File: config.mk
export PLATFORM = sky130hd
export DESIGN_NAME = serial_adder_flat
export DESIGN_NICKNAME = d
export VERILOG_FILES = /design/src/rtl/serial_adder_if.sv /design/src/rtl/serial_adder.sv /design/src/flat_wrapper.sv
export SDC_FILE = /design/constraint.sdc
export NUM_CORES = 1
export LEC_CHECK = 0
export ABC_CLOCK_PERIOD_IN_PS = 1800
export CAP_MARGIN = 20
export CORE_AREA = 5 5 48 60
export CTS_CLUSTER_SIZE = 30
export DETAILED_ROUTE_END_ITERATION = 8
export DIE_AREA = 0 0 53 65
export PLACE_DENSITY = 0.73
export SETUP_SLACK_MARGIN = 0.15
export SLEW_MARGIN = 30
export SYNTH_ARGS = -nofsm -noshare
export SYNTH_HDL_FRONTEND = slang
export SYNTH_SLANG_ARGS = --single-unit
File: constraint.sdc
create_clock -name clk -period 1.8 [get_ports clk]
set_input_delay 0.27 -clock clk [delete_from_list [all_inputs] [get_ports clk]]
set_output_delay 0.27 -clock clk [all_outputs]
set_load 0.01 [all_outputs]
File: src/rtl/serial_adder_if.sv
// serial_adder_if: handshake/operand bundle for the bit-serial adder.
//   master : drives start, a, b, cin; observes busy, done, sum, cout (+ovf)
//   slave  : the adder side
// Optional macro SERIAL_ADDER_OVF_EN adds the 1-bit signed-overflow flag ovf.
interface serial_adder_if #(
    parameter int WIDTH = 4
);
    logic             start;
    logic [WIDTH-1:0] a;
    logic [WIDTH-1:0] b;
    logic             cin;
    logic             busy;
    logic             done;
    logic [WIDTH-1:0] sum;
    logic             cout;
`ifdef SERIAL_ADDER_OVF_EN
    logic             ovf;

    modport master (output start, a, b, cin, input busy, done, sum, cout, ovf);
    modport slave  (input start, a, b, cin, output busy, done, sum, cout, ovf);
`else
    modport master (output start, a, b, cin, input busy, done, sum, cout);
    modport slave  (input start, a, b, cin, output busy, done, sum, cout);
`endif
endinterface

File: src/rtl/serial_adder.sv
// serial_adder: bit-serial WIDTH-bit adder, one full-adder cell plus a carry
// flip-flop, LSB first, one bit per clock.
//   clk  : rising-edge clock
//   rst  : asynchronous active-high reset
//   bus  : serial_adder_if.slave (start, a, b, cin in; busy, done, sum, cout out)
// A start accepted at edge k yields sum/cout and a one-cycle done pulse at edge
// k+WIDTH; the next start can be taken at edge k+WIDTH+2.
// Optional macro SERIAL_ADDER_OVF_EN adds bus.ovf, the two's-complement
// overflow of the addition, loaded and held alongside sum.
module serial_adder #(
    parameter int WIDTH = 4
) (
    input  logic          clk,
    input  logic          rst,
    serial_adder_if.slave bus
);
    localparam int CW = (WIDTH > 1) ? $clog2(WIDTH) : 1;

    typedef enum logic [1:0] {IDLE, SHIFT, DONE} state_t;

    state_t           state;
    logic [WIDTH-1:0] a_sr, b_sr, r_sr;
    logic             c;
    logic [CW-1:0]    cnt;
    logic             busy_q, done_q, cout_q;
    logic [WIDTH-1:0] sum_q;
`ifdef SERIAL_ADDER_OVF_EN
    logic             ovf_q;
`endif

    // full-adder cell
    logic s, cn;
    assign s  = a_sr[0] ^ b_sr[0] ^ c;
    assign cn = (a_sr[0] & b_sr[0]) | (a_sr[0] & c) | (b_sr[0] & c);

    logic last;
    assign last = (cnt == CW'(WIDTH - 1));

    always_ff @(posedge clk or posedge rst) begin
        if (rst) begin
            state  <= IDLE;
            a_sr   <= '0;
            b_sr   <= '0;
            r_sr   <= '0;
            c      <= 1'b0;
            cnt    <= '0;
            busy_q <= 1'b0;
            done_q <= 1'b0;
            sum_q  <= '0;
            cout_q <= 1'b0;
`ifdef SERIAL_ADDER_OVF_EN
            ovf_q  <= 1'b0;
`endif
        end else begin
            case (state)
                IDLE: begin
                    if (bus.start) begin
                        a_sr  <= bus.a;
                        b_sr  <= bus.b;
                        c     <= bus.cin;
                        r_sr  <= '0;
                        cnt   <= '0;
                        state <= SHIFT;
                    end
                end
                SHIFT: begin
                    busy_q <= 1'b1;
                    a_sr   <= a_sr >> 1;
                    b_sr   <= b_sr >> 1;
                    r_sr   <= {s, r_sr[WIDTH-1:1]};
                    c      <= cn;
                    cnt    <= cnt + 1'b1;
                    if (last) begin
                        // result register would only hold this bit after the
                        // edge, so load the outputs from the live full-adder
                        sum_q  <= {s, r_sr[WIDTH-1:1]};
                        cout_q <= cn;
                        done_q <= 1'b1;
`ifdef SERIAL_ADDER_OVF_EN
                        // c is the carry into the MSB on the final bit
                        ovf_q  <= c ^ cn;
`endif
                        state  <= DONE;
                    end
                end
                DONE: begin
                    done_q <= 1'b0;
                    busy_q <= 1'b0;
                    state  <= IDLE;
                end
                default: state <= IDLE;
            endcase
        end
    end

    assign bus.busy = busy_q;
    assign bus.done = done_q;
    assign bus.sum  = sum_q;
    assign bus.cout = cout_q;
`ifdef SERIAL_ADDER_OVF_EN
    assign bus.ovf  = ovf_q;
`endif
endmodule

File: src/flat_wrapper.sv
// flat-port wrapper written by rule: the top's interface ports become plain ports
module serial_adder_flat 
#(
    parameter int WIDTH = 4
)
  (clk, rst, bus_start, bus_a, bus_b, bus_cin, bus_busy, bus_done, bus_sum, bus_cout);
  serial_adder_if #(.WIDTH(WIDTH)) bus_i ();
  input  logic clk;
  input  logic rst;
  input wire logic [$bits(bus_i.start)-1:0] bus_start;
  input wire logic [$bits(bus_i.a)-1:0] bus_a;
  input wire logic [$bits(bus_i.b)-1:0] bus_b;
  input wire logic [$bits(bus_i.cin)-1:0] bus_cin;
  output wire logic [$bits(bus_i.busy)-1:0] bus_busy;
  output wire logic [$bits(bus_i.done)-1:0] bus_done;
  output wire logic [$bits(bus_i.sum)-1:0] bus_sum;
  output wire logic [$bits(bus_i.cout)-1:0] bus_cout;
  assign bus_i.start = bus_start;
  assign bus_i.a = bus_a;
  assign bus_i.b = bus_b;
  assign bus_i.cin = bus_cin;
  assign bus_busy = bus_i.busy;
  assign bus_done = bus_i.done;
  assign bus_sum = bus_i.sum;
  assign bus_cout = bus_i.cout;
  serial_adder #(.WIDTH(WIDTH)) u_core (.clk(clk), .rst(rst), .bus(bus_i));
endmodule
==> flow_summary.ini <==
[status]
outcome = finished, final reports clean

[detailed_routing]
ant_nets = 0
drc = 0
routed_wl_um = 1970
drtIter0Drc = 11
wire_per_inst_um = 14.0
drt_first_pass_iters = 4
dr_total_vias = 740
avgViaCountPerCell = 5.25

[synthesis]
syn_inst = 85
ys_seq_area_share_pct = 53.9
ys_ff_latch = 23
synth_warnings = 0
synth_area_um2 = 1070
synth_nets = 103
avgSynthCellArea_um2 = 12.6
synthDistinctLibCells = 26

[placed_design]
postPlaceCellArea_um2 = 1300
place_ws_ns = 0.0540
port_buffers = 18
gpl.final_weighted_congestion = 0.777
dp_hpwl_um = 1500

[setup_path]
cp_data_arrival_time_ns = 1.75
critPathMaxFanout = 8
reg2reg_depth = 5
end_kind = flop
required_ns = 2.01
startpoint_type = flop
startpoint = u_core.state[0]
regToRegSetupSlack_ns = 0.26
reg2reg_from = u_core.state[0]
crit_path_end = u_core.a_sr[1]
crit_type = reg2reg
r2r-end = u_core.a_sr[1]

[sta]
relSlewSlack_pct = 74.7
setup_tns_ns = 0
tightest_slew_ns = 0.372
setup_viol = 0
period_share_pct = 85.4
rsz0062_at_grt = no
fmax_mhz = 651
fin_skew_ns = 0.00651
period_minus_slack_ns = 1.54
hold_violations = 0
slew_viol_final = 0
fin_ws_ns = 0.263

[grt]
grt_max_degree = 24
antenna_found_initial = 0
grt_pass1_vias = 806
grt.overflow.total = 0
grt_pass1_wl_um = 3530
track_usage_pct = 13.9

[power_and_ir_drop]
ir_drop_mv = 0.781
power_density_nw_per_um2 = 1590
leakage_uw = 0.000570

[final_layout]
drive_gt1_share_pct = 20.4
fin_nets = 127
fin_area_um2 = 1350
final.fill_count = 203
area.growth.synth_to_final_pct = 26.1
utilization_pct = 57.8
mostFrequentLayoutCell = dfrtp_1
diodes = 0
layout_common_cells = dfrtp_1, clkdlybuf4s50_1

[clock_network]
cts_tree = yes
cts_hold_repair.buffers = 0
clk_pin_slew_worst_paths_ns = 0.13
cts_buffers = 3
clk_path_buf_depth = 2
cts.sinks = 23
post_cts_buffers = 0
cts_htree_levels = 1
clk_latency_ns = 0.31
cts_root_buf = clkbuf_4

[floorplanning]
io_pins = 19
core.rowCount = 20
core_um2 = 2330
start_util_pct = 45.9
die_x_um = 53
die_h_um = 65
dieArea_um2 = 3450

[flow_run]
maxCapViolations = 0

[hold_path]
hold_path_class = in2async
[worst min path at each step]
stage	end	cells after the start	slack (ns)
after floorplan	u_core.a_sr[0]	1	0.27
after global placement	u_core.bus.done	1	0.48
after detailed placement	u_core.bus.done	1	0.47
after CTS	u_core.b_sr[0]	3	0.30
after global routing	u_core.b_sr[0]	3	0.34
final	u_core.b_sr[0]	3	0.30
[through the flow]
stage                     hold WS, ns  power (uW)  instances
after detailed placement        0.475        1870        137
after global placement          0.477        1830        137
final                           0.296        2140        141
after floorplan                 0.272        1550         85
after global routing            0.340        2320        141
after CTS                       0.296        2130        141
[cell families (layout without fill, tap and decap cells)]
group / Yosys count / after routing / synth area share [%]
DFF: 23 / 23 / 53.9
and+or+nand+nor: 18 / 18 / 9.14
AOI/OAI and AO/OA: 24 / 24 / 19.0
muxes: 6 / 6 / 6.56
adders and majority gates: 6 / 6 / 7.74
buffers and inverters: 8 / 31 / 3.63
[sequential cells by signal, indices dropped and copies added, names as in the netlist]
register and flops:
u_core.a_sr 4, u_core.bus.done 1, u_core.cnt 2, u_core.b_sr 4, u_core.state 2, u_core.r_sr 3
u_core.bus.busy 1, u_core.bus.sum 4, u_core.c 1, u_core.bus.cout 1
[area by class of cell]
| type | count | area, um2 | area share [%] |
|---|---|---|---|
| Inverter | 5 | 18.8 | 1.39 |
| Sequential cell | 23 | 576 | 42.8 |
| Clock buffer | 3 | 22.5 | 1.67 |
| Multi-Input combinational cell | 54 | 470 | 34.9 |
| Tap cell | 33 | 41.3 | 3.07 |
| Clock inverter | 1 | 7.51 | 0.558 |
| Timing Repair Buffer | 22 | 210 | 15.6 |
[cells in the mapped netlist]
| library cell | count | share of area, % |
|---|---|---|
| inv_1 | 5 | 1.8 |
| a21oi_1 | 5 | 2.3 |
| a22o_1 | 5 | 4.1 |
| buf_2 | 1 | 0.47 |
| dfrtp_1 | 23 | 54 |
| o221a_1 | 5 | 5.3 |
| mux2i_2 | 1 | 1.3 |
| mux2_2 | 5 | 5.3 |
| nand3_1 | 1 | 0.47 |
| a31o_2 | 1 | 0.82 |
| o2bb2ai_1 | 1 | 0.82 |
| o221a_2 | 2 | 2.1 |
| o22a_1 | 2 | 1.6 |
| nand2b_1 | 2 | 1.2 |
| and2_4 | 1 | 0.82 |
| or3_1 | 5 | 2.9 |
| buf_4 | 2 | 1.4 |
| ha_1 | 5 | 5.9 |
| o21a_2 | 1 | 0.82 |
| and3_1 | 1 | 0.59 |
| fa_1 | 1 | 1.9 |
| nor2_1 | 2 | 0.70 |
| o22ai_1 | 1 | 0.59 |
| nand3b_1 | 1 | 0.70 |
| nand2_1 | 5 | 1.8 |
| o21ai_0 | 1 | 0.47 |
[where the power goes]
part | leakage (uW) | total, uW | switching (uW) | internal (uW)
sequential | 0.000281 | 866 | 140 | 726
combinational | 0.000275 | 1030 | 473 | 560
clock | 0.0000139 | 237 | 152 | 84.6
[critical path, cell delays in order (launching register included)]
cell	delay [ns]
dfrtp_1	0.44
inv_1	0.14
ha_4	0.21
nand2_1	0.17
or3_1	0.35
o221a_1	0.13
[timing repair]
action | CTS | global route
gates resized for setup | 2 | 2
setup endpoints to repair | 11 | 12
hold endpoints to repair | 0 | 0
[per-layer routing]
layer / part of all wire (%) / GRT usage [%] / up-vias
li1: - / - / 360
met1: 47 / 18.8 / 366
met2: 49 / 21.4 / 12
met3: 2.4 / 2.07 / 2
met4: 0.76 / 7.03 / 0
met5: 0 / 0 / -
Note: power is estimated with default switching activity, not from simulation.
